### src/rtl/dense_pkg.sv
// Shared types and helpers for the dense-layer sequencer.
`default_nettype none

package dense_pkg;

  typedef enum logic [2:0] {
    IDLE  = 3'd0,
    CLEAR = 3'd1,
    MAC   = 3'd2,
    BIAS  = 3'd3,
    FLUSH = 3'd4,
    WRITE = 3'd5,
    DONE  = 3'd6
  } state_t;

  // Cycles spent per output neuron: CLEAR + IN_COUNT MAC + BIAS + FLUSH + WRITE.
  function automatic int cyc_per_neuron(input int in_count);
    return in_count + 4;
  endfunction

  // Address width that stays at least one bit for single-entry memories.
  function automatic int adr_width(input int n);
    return (n < 2) ? 1 : $clog2(n);
  endfunction

endpackage

`default_nettype wire

### src/rtl/mod_counter.sv
// Modulo-MAX counter with synchronous clear, enable and terminal-count flag.
`default_nettype none

module mod_counter
  import dense_pkg::*;
#(
  parameter int MAX = 4
) (
  input  logic                      clk,
  input  logic                      rst,
  input  logic                      clear,
  input  logic                      en,
  output logic [adr_width(MAX)-1:0] count,
  output logic                      tc
);

  localparam int W = adr_width(MAX);

  assign tc = (count == W'(MAX - 1));

  always_ff @(posedge clk or negedge rst) begin
    if (!rst) begin
      count <= '0;
    end else if (clear) begin
      count <= '0;
    end else if (en) begin
      count <= tc ? '0 : count + W'(1);
    end
  end

endmodule

`default_nettype wire

### src/rtl/dense_sequencer.sv
// Sequences one fully-connected layer on the dense MAC datapath, issuing
// buffer/LUT addresses and accumulate strobes aligned to 1-cycle read latency.
`default_nettype none

module dense_sequencer
  import dense_pkg::*;
#(
  parameter int IN_COUNT  = 784,
  parameter int OUT_COUNT = 10
) (
  input  logic                                      clk,
  input  logic                                      rst,
  input  logic                                      start,
  output logic                                      busy,
  output logic                                      done,
  output logic [adr_width(IN_COUNT)-1:0]            inAdr,
  output logic [adr_width(IN_COUNT*OUT_COUNT)-1:0]  weightAdr,
  output logic [adr_width(OUT_COUNT)-1:0]           biasAdr,
  output logic [adr_width(OUT_COUNT)-1:0]           outAdr,
  output logic                                      accClear,
  output logic                                      accEn,
  output logic                                      accSelBias,
  output logic                                      outWr
);

  localparam int IN_W  = adr_width(IN_COUNT);
  localparam int WT_W  = adr_width(IN_COUNT * OUT_COUNT);
  localparam int OUT_W = adr_width(OUT_COUNT);

  state_t            state;
  state_t            state_nxt;
  logic [IN_W-1:0]   in_cnt;
  logic [OUT_W-1:0]  out_cnt;
  logic [WT_W-1:0]   weight_adr;
  logic              in_last;
  logic              out_last;
  logic              acc_en;
  logic              acc_sel_bias;

  mod_counter #(.MAX(IN_COUNT)) u_in_cnt (
    .clk   (clk),
    .rst   (rst),
    .clear (state == CLEAR),
    .en    (state == MAC),
    .count (in_cnt),
    .tc    (in_last)
  );

  mod_counter #(.MAX(OUT_COUNT)) u_out_cnt (
    .clk   (clk),
    .rst   (rst),
    .clear (state == IDLE),
    .en    (state == WRITE),
    .count (out_cnt),
    .tc    (out_last)
  );

  always_ff @(posedge clk or negedge rst) begin
    if (!rst) begin
      state <= IDLE;
    end else begin
      state <= state_nxt;
    end
  end

  // Running weight address: equals out_cnt*IN_COUNT + in_cnt without a multiplier.
  always_ff @(posedge clk or negedge rst) begin
    if (!rst) begin
      weight_adr <= '0;
    end else if (state == IDLE && start) begin
      weight_adr <= '0;
    end else if (state == MAC) begin
      weight_adr <= weight_adr + WT_W'(1);
    end
  end

  // Operands arrive one cycle after their address, so the strobes lag the state.
  always_ff @(posedge clk or negedge rst) begin
    if (!rst) begin
      acc_en       <= 1'b0;
      acc_sel_bias <= 1'b0;
    end else begin
      acc_en       <= (state == MAC) || (state == BIAS);
      acc_sel_bias <= (state == BIAS);
    end
  end

  always_comb begin
    state_nxt = state;
    case (state)
      IDLE:    if (start) state_nxt = CLEAR;
      CLEAR:   state_nxt = MAC;
      MAC:     if (in_last) state_nxt = BIAS;
      BIAS:    state_nxt = FLUSH;
      FLUSH:   state_nxt = WRITE;
      WRITE:   state_nxt = out_last ? DONE : CLEAR;
      DONE:    state_nxt = IDLE;
      default: state_nxt = IDLE;
    endcase
  end

  assign busy       = (state != IDLE);
  assign done       = (state == DONE);
  assign accClear   = (state == CLEAR);
  assign outWr      = (state == WRITE);
  assign accEn      = acc_en;
  assign accSelBias = acc_sel_bias;
  assign inAdr      = in_cnt;
  assign weightAdr  = weight_adr;
  assign biasAdr    = out_cnt;
  assign outAdr     = out_cnt;

endmodule

`default_nettype wire

### config.mk
export PLATFORM = sky130hd
export DESIGN_NAME = dense_sequencer
export DESIGN_NICKNAME = d
export VERILOG_FILES = /design/src/rtl/dense_pkg.sv /design/src/rtl/mod_counter.sv /design/src/rtl/dense_sequencer.sv
export SDC_FILE = /design/constraint.sdc
export NUM_CORES = 1
export LEC_CHECK = 0
export ABC_AREA = 1
export CAP_MARGIN = 20
export CORE_MARGIN = 10
export CORE_UTILIZATION = 55
export CTS_BUF_LIST = sky130_fd_sc_hd__clkbuf_4 sky130_fd_sc_hd__clkbuf_8
export DETAILED_ROUTE_END_ITERATION = 10
export DONT_BUFFER_PORTS = 1
export PLACE_DENSITY = 0.73
export SYNTH_ARGS = -nofsm -noshare
export SYNTH_HDL_FRONTEND = slang
export SYNTH_SLANG_ARGS = --single-unit
### constraint.sdc
create_clock -name clk -period 2.1 [get_ports clk]
set_clock_uncertainty 0.1 [all_clocks]
set_input_delay 0.21 -clock clk [delete_from_list [all_inputs] [get_ports clk]]
set_output_delay 0.21 -clock clk [all_outputs]
set_load 0.05 [all_outputs]
Yosys cells after proc, flatten, opt, wreduce, memory -nomap -nowiden
Index checks and enable logic that the tools add are counted.

cells by class
  add/sub/neg operators = 3
  equal/unequal tests = 10
  reductions and logical operators = 8
  multiplexer cells = 12

operator list
  cell                                                                    count
  10-bit two-way mux                                                      3
  13-bit two-way mux                                                      2
  3-bit case mux with 6 select lines                                      1
  13-bit by 1-bit adder with 13-bit output (second input constant)        1
  4-bit two-way mux                                                       3
  10-bit by 1-bit adder with 10-bit output (second input constant)        1
  10-bit equality test (second input constant)                            1
  3-bit equality test (second input constant)                             3
  3-bit two-way mux                                                       3
  3-bit by 2-bit equality test with 1-bit output (second input constant)  2
  2-bit nonzero test                                                      3
  4-bit by 1-bit adder with 4-bit output (second input constant)          1
  4-bit equality test (second input constant)                             1
  2-bit inequality test (second input constant)                           2
  3-bit by 1-bit equality test with 1-bit output (second input constant)  1
  3-bit zero test                                                         1
  3-bit nonzero test                                                      1
  2-bit AND reduction                                                     1
  1-bit logical AND                                                       1
  1-bit logical OR                                                        1

word-level totals
  logic and storage cells = 39
  input port bits = 3
  output and inout bits = 37
  register bits = 32

Logic depth before layout (Yosys ltp)
Gate-level depths: netlist (run 1).

  depth after elaboration = 4
  depth in mapped cells = 9
  mapped depth without buffers = 8

Cells and area by module
From an unflattened synthesis (run 1), not the netlist that was laid out.

second synthesis, totals
  cell total of the unflattened synthesis = 255
  area, all modules = 1918.1 um2

modules (own cells, without submodules)
  module                   area each (um2)  times used  cells an instance  seq. area each (um2)
  dense_sequencer          1041.0           1           130                450.4
  mod_counter (u_in_cnt)   610.6            1           86                 250.2
  mod_counter (u_out_cnt)  266.5            1           39                 100.1

Least setup slack after synthesis (run 1)
OpenSTA, ideal clock, no wires.

  path type = register -> register
  from = register u_in_cnt.count[0]
  to = register u_in_cnt.count[6]
  setup slack = 300 ps
  cell stages (with the launch flop) = 9
  data required time = 1882 ps
  arrival time = 1582 ps
  cell sequence = dfrtp_1 ha_1 nand3_1 nor2_1 nand2_1 nand2_1 inv_1 nand3_1 nand2_1

on the way
  longest elaborated chain between the ends = 4
  elaborated cells between the ends (all ways) = 5

ends and longest elaborated chain
  what                                                                              line                                  source
  from (decl)                                                                       mod_counter.sv:13                     output logic [adr_width(MAX)-1:0] count,
  from (signal assigned)                                                            mod_counter.sv:27                     count <= tc ? '0 : count + W'(1);
  10-bit by 1-bit adder with 10-bit output or 10-bit equality test (tied branches)  mod_counter.sv:27, mod_counter.sv:19
  10-bit two-way mux *                                                              mod_counter.sv:27
  10-bit two-way mux *                                                              mod_counter.sv:26                     end else if (en) begin
  10-bit two-way mux *                                                              mod_counter.sv:24                     end else if (clear) begin

Mark *: on every way between the ends. The rest lies on a longest branch, timed or not. The select of a mux whose other input is x is not followed.
A chain may end at the register's enable or synchronous reset.

Worst setup path after layout (run 1)
  from = register state[1]
  to = output accClear

on the way
  longest elaborated chain between the ends = 1

ends and longest elaborated chain
  what                                            line                    source
  from (decl)                                     dense_sequencer.sv:30   state_t state;
  from (signal assigned)                          dense_sequencer.sv:62   state <= state_nxt;
  3-bit by 1-bit equality test with 1-bit output  dense_sequencer.sv:104  assign accClear = (state == CLEAR);
  to (decl)                                       dense_sequencer.sv:20   output logic accClear,

No other way between the ends.

==> results.py, run 1 <==
metrics = {
    "worst_hold_path": {
        "hp-class": "input port to async pin",
    },
    "worst_setup_path": {
        "reg2reg_from": "state[0]",
        "cp_slowest_cell": "dfrtp_1",
        "worstSetupEndpointType": "primary output",
        "crit_family": "buffers and inverters",
        "path_buf_inv": 2,
        "crit_start": "state[1]",
        "crit_top_cell": "inv_1",
        "start_kind": "register",
        "arrival_ps": 1500,
        "crit_type": "register to primary output",
        "cp.depth": 3,
        "ff2ff_path_depth": 4,
        "critical-path-max-stage-delay_ps": 460,
        "cp_max_fo": 4,
        "crit_chain": "inv_1 > nand3_1 > inv_1",
        "crit_required_ps": 1790,
    },
    "flow_run": {
        "maxCapViolations": 0,
    },
    "timing": {
        "fin_tns_setup_ps": 0,
        "hold_viol_final": 0,
        "finalCriticalPeriod_ps": 1810,
        "grt_setup_unrepaired": "false",
        "report.final.slew_viol_count": 0,
        "fmax_mhz": 554,
        "fin_crit_sh_pct": 86.0,
        "worstMarginPinSlew_ps": 554,
        "setup_viol": 0,
        "fin_ws_ps": 293,
        "relSlewSlack_pct": 63.0,
    },
    "floorplanning": {
        "ios": 40,
        "chipHeight_um": 76.9,
        "dieArea_mm2": 0.00591,
        "fp.coreArea_mm2": 0.00308,
        "rows": 20,
        "initial_core_util_pct": 57.8,
        "die_w_um": 76.9,
    },
    "clocking": {
        "cts.sinks": 32,
        "clock-root-buffer": "clkbuf_4",
        "cts_resized": 0,
        "cts_made_buffers": 5,
        "cts_tree": "done",
        "h-tree-depth": 2,
        "clk_pin_slew_worst_paths_ps": 100,
        "cts_max_path_buffers": 2,
        "clk-insertion-delay-late_ps": 330,
    },
    "drt": {
        "drc": 0,
        "ant_nets": 0,
        "drt-total-wl_mm": 4.24,
        "via_per_inst": 5.13,
        "drt_iter0_markers": 127,
        "first_pass_iters": 4,
        "via_count": 1596,
        "wire_per_inst_um": 13.6,
    },
    "synth": {
        "yosys.area.top_type": "dfrtp_1",
        "yosysWarnings": 0,
        "yosysSeqAreaShare_pct": 45.0,
        "postSynthCellCount": 234,
        "synth_fp_nets": 241,
        "async_flop_share_pct": 100,
        "synth_top_area_share_pct": 45.0,
        "synth-edff-count": 0,
        "yosys_register_bits": 32,
        "synthTopCellsByArea": "dfrtp_1 (45%), nand2_1 (12%), inv_1 (6.7%)",
        "netlist_area_mm2": 0.00178,
        "avgSynthCellArea_um2": 7.61,
        "ys.flop_type": "dfrtp_1",
        "synth_cell_types": 22,
    },
    "power": {
        "max-vdd-ir-drop_v": 0.00107,
        "power_density_mw_per_mm2": 1190,
        "p_leak_nw": 1.07,
        "power_w": 0.00252,
    },
    "global_route": {
        "grt_pass1_vias": 1500,
        "grt_antenna_before_repair": 0,
        "grtUsageMet1_pct": 17.3,
        "grt-ovfl-total": 0,
        "grt.busiest_layer": "met2",
        "met3_usage_pct": 5.94,
        "grt_usage_pct": 14.4,
        "met2_usage_pct": 21.9,
        "grt_max_degree": 33,
        "grt_first_pass_wirelength_mm": 7.10,
    },
    "final_layout": {
        "fillers": 276,
        "antenna_cells": 0,
        "final_util_pct": 68.5,
        "nets": 273,
        "drive_above_1_share_pct": 18.4,
        "layout_commonest_cell": "nand2_1",
        "mostFrequentLayoutCells": "nand2_1 (56), inv_1 (32), nor2_1 (32), dfrtp_1 (32), buf_4 (28)",
        "final_cells": 311,
        "syn_to_final_growth_pct": 18.5,
    },
    "place": {
        "hpwl_mm": 3.10,
        "gp_congestion": 0.839,
        "post-place-ws_ps": 434,
        "placed_cells": 300,
        "port_buffers": 0,
    },
    "run_status": {
        "outcome": "complete, no violations",
    },
}
final cells by class:
type	instances	area (um^2)	share of cell area [%]
multi-input cells	160	802	38.0
repair buffers	31	250	11.9
well taps	44	55.1	2.61
inverters	36	135	6.41
clock buffers	8	66.3	3.14
flip-flops and latches	32	801	38.0
timing repair:
item,4_1_cts,5_1_grt
buffers inserted,0,0
hold buffers,3,0
endpoints found under the hold margin,33,0
metal layers:
layer  vias to the layer above  part of all wire (%)  wire length [um]
li1                        806                     -                 -
met1                       720                    43              1810
met2                        58                    46              1930
met3                        12                   9.1               384
met4                         0                   2.6               110
met5                         -                     0                 0
logic make-up (layout without fill, tap and decap cells):
family,Yosys count,in the layout,synth area share (%)
adders and majority gates,4,4,2.81
xor gates and xnor gates,6,6,2.95
and+or+nand+nor,124,124,31.6
AOI/OAI and AO/OA,26,26,7.66
DFF,32,32,45.0
buffers and inverters,42,75,9.98
synth_stat cells (3+ instances only):
library cell and instances:
a21oi_1 9, buf_4 5, dfrtp_1 32, ha_1 4
inv_1 32, inv_2 4, nand2_1 56, nand3_1 19
nand4_1 7, nor2_1 32, nor2_4 3, o21ai_0 12
o22ai_1 5, xor2_1 4
metrics by stage:
step | hold slack (ps) | instance area (um^2)
2_1_floorplan | -186 | 1780
3_3_place_gp | -185 | 2000
3_5_place_dp | -185 | 2000
4_1_cts | 216 | 2110
5_1_grt | 214 | 2110
6_report | 210 | 2110
flip-flops by register name, summed over array words and instances, names as in the netlist:
register	count
u_out_cnt.count	4
accEn	1
accSelBias	1
weightAdr	13
state	3
u_in_cnt.count	10
report_power, final:
group	internal (W)	total [W]	switching (W)	leakage (nW)
Combinational	0.000297	0.00123	0.000938	0.593
Clock	0.000191	0.000402	0.000211	0.0394
Sequential	0.000727	0.000882	0.000154	0.435
path summary, 6_finish.rpt:
path	to	slack, ps
worst max-delay path	accClear	290
worst min-delay path	state[1]	210
worst max register to register	weightAdr[0]	400
worst min register to register	u_out_cnt.count[1]	480
max in group asynchronous	u_in_cnt.count[5]	1520
min in group clk	weightAdr[10]	330
No activity file was read; power rests on OpenSTA's default activity.
==> inputs of run 2 (changes only) <==
--- a/config.mk
+++ b/config.mk
@@ -7,12 +7,12 @@
 export LEC_CHECK = 0
 export ABC_AREA = 1
 export CAP_MARGIN = 20
-export CORE_MARGIN = 10
 export CORE_UTILIZATION = 55
 export CTS_BUF_LIST = sky130_fd_sc_hd__clkbuf_4 sky130_fd_sc_hd__clkbuf_8
 export DETAILED_ROUTE_END_ITERATION = 10
 export DONT_BUFFER_PORTS = 1
 export PLACE_DENSITY = 0.73
+export RECOVER_POWER = 50
 export SYNTH_ARGS = -nofsm -noshare
 export SYNTH_HDL_FRONTEND = slang
 export SYNTH_SLANG_ARGS = --single-unit
==> results.py, run 2 (synthesis gave the netlist of run 1 again) <==
metrics = {
    "run_status": {
        "outcome": "complete, no violations",
    },
    "timing": {
        "fin_crit_sh_pct": 84.6,
        "fmax_mhz": 563,
        "report.final.slew_viol_count": 0,
        "setup_viol": 0,
        "grt_setup_unrepaired": "false",
        "hold_viol_final": 0,
        "relSlewSlack_pct": 46.9,
        "worstMarginPinSlew_ps": 797,
        "finalCriticalPeriod_ps": 1780,
        "fin_tns_setup_ps": 0,
    },
    "worst_setup_path": {
        "crit_type": "register to register",
        "arrival_ps": 1950,
        "reg2reg_setup_slack_ps": 320,
        "cp_max_fo": 6,
        "crit_required_ps": 2280,
        "reg2reg_from": "u_in_cnt.count[6]",
        "ff2ff_path_depth": 7,
        "r2r-end": "u_in_cnt.count[9]",
        "start_kind": "register",
        "worstSetupEndpointType": "register",
    },
    "final_layout": {
        "multiInputGateArea_um2": 800,
        "seqCellArea_um2": 801,
        "fillers": 285,
        "drive_above_1_share_pct": 14.1,
        "final_cells": 313,
        "mostFrequentLayoutCells": "nand2_1 (57), inv_1 (33), nor2_1 (32), dfrtp_1 (32)",
        "layout_commonest_cell": "nand2_1",
        "antenna_cells": 0,
        "syn_to_final_growth_pct": 16.6,
        "largest_reg_flops": 13,
        "nets": 275,
    },
    "drt": {
        "via_count": 1588,
        "drt-total-wl_mm": 3.69,
        "via_per_inst": 5.07,
        "first_pass_iters": 4,
        "ant_nets": 0,
        "drt_iter0_markers": 54,
        "drc": 0,
        "wire_per_inst_um": 11.8,
    },
    "place": {
        "gp_congestion": 0.852,
        "port_buffers": 0,
        "hpwl_mm": 2.62,
        "placed_cells": 302,
    },
    "worst_hold_path": {
        "hold_end": "weightAdr[7]",
        "whs_path_depth": 4,
        "worstHoldStart": "start",
        "hp-class": "input port to register",
    },
    "floorplanning": {
        "dieArea_mm2": 0.00347,
        "chipHeight_um": 58.9,
        "initial_core_util_pct": 58.3,
        "die_w_um": 58.9,
        "ios": 40,
        "rows": 20,
        "fp.coreArea_mm2": 0.00305,
    },
    "global_route": {
        "grt_antenna_before_repair": 0,
        "grt_first_pass_wirelength_mm": 6.29,
        "grt_max_degree": 33,
        "grt_pass1_vias": 1476,
        "grt_usage_pct": 24.6,
        "grt-ovfl-total": 0,
    },
    "clocking": {
        "cts_tree": "done",
        "cts_resized": 0,
        "clock-root-buffer": "clkbuf_4",
        "cts_made_buffers": 5,
        "clk-insertion-delay-late_ps": 340,
        "cts_max_path_buffers": 2,
        "cts.sinks": 32,
        "clk_pin_slew_worst_paths_ps": 110,
        "h-tree-depth": 2,
    },
    "power": {
        "max-vdd-ir-drop_v": 0.000963,
        "power_density_mw_per_mm2": 1190,
        "p_leak_nw": 1.03,
    },
    "flow_run": {
        "maxCapViolations": 0,
    },
}
## run 2: changes by cell type in the layout (fill, tap and decap cells not counted)
cell	previous run	this run
nand2_1	56	57
clkbuf_4	7	5
inv_1	32	33
buf_4	28	19
nand2_2	2	1
clkbuf_1	0	11
inv_2	4	3
clkinv_2	0	2
## run 2: power by group
group          switching [W]  total, W  leakage [nW]  internal, W
Combinational       0.000918   0.00121         0.557     0.000293
Clock               0.000219  0.000378        0.0380     0.000159
Sequential          0.000151  0.000878         0.435     0.000727
Total                0.00129   0.00247          1.03      0.00118
## run 2: cell type report
type	instances	area share, %
inverters	36	6.51
multi-input cells	160	38.5
well taps	44	2.65
repair buffers	33	10.8
clock inverters	2	0.482
flip-flops and latches	32	38.6
clock buffers	6	2.47
## run 2: how the worst max path moves through the flow
stage                                  from           endpoint  slack, ps  cells after the start
after global placement    u_in_cnt.count[4]  u_in_cnt.count[9]        560                      5
final                     u_in_cnt.count[6]  u_in_cnt.count[9]        320                      7
after detailed placement  u_in_cnt.count[4]  u_in_cnt.count[7]        540                      5
after global routing      u_in_cnt.count[6]  u_in_cnt.count[9]        140                      7
after CTS                          state[1]           accClear        320                      3
after floorplan           u_in_cnt.count[0]  u_in_cnt.count[6]        300                      8
## run 2: worst max-delay path: stages, from the launching register on
cell	delay, ps
dfrtp_1	360
clkbuf_1	610
nand2_1	120
nor2_1	190
nand4_1	110
nand2_1	80
inv_1	40
a21oi_1	100
## run 2: metrics by stage
stage | hold WS, ps | util, % | instance area [um^2] | power [W] | setup slack (ps)
2_1_floorplan | -186 | - | 1780 | 0.00183 | 300
3_3_place_gp | -185 | 66.1 | 2020 | 0.00207 | 558
3_5_place_dp | -185 | 66.1 | 2020 | 0.00209 | 541
4_1_cts | 164 | 69.4 | 2120 | 0.00249 | 325
5_1_grt | 178 | 68.0 | 2080 | 0.00261 | 142
6_report | 167 | 68.0 | 2080 | 0.00247 | 323
## run 2: repair_timing
| action | in CTS | in global routing |
|---|---|---|
| setup buffers | 0 | 0 |
| hold buffers | 3 | 0 |
| endpoints found under the hold margin | 33 | 0 |
## run 2: metal layers
| layer | track usage (%) | wire (um) | vias to the layer above |
|---|---|---|---|
| li1 | - | - | 804 |
| met1 | 33.0 | 1720 | 733 |
| met2 | 38.0 | 1710 | 45 |
| met3 | 7.47 | 214 | 6 |
| met4 | 8.50 | 48 | 0 |
| met5 | 0 | 0 | - |
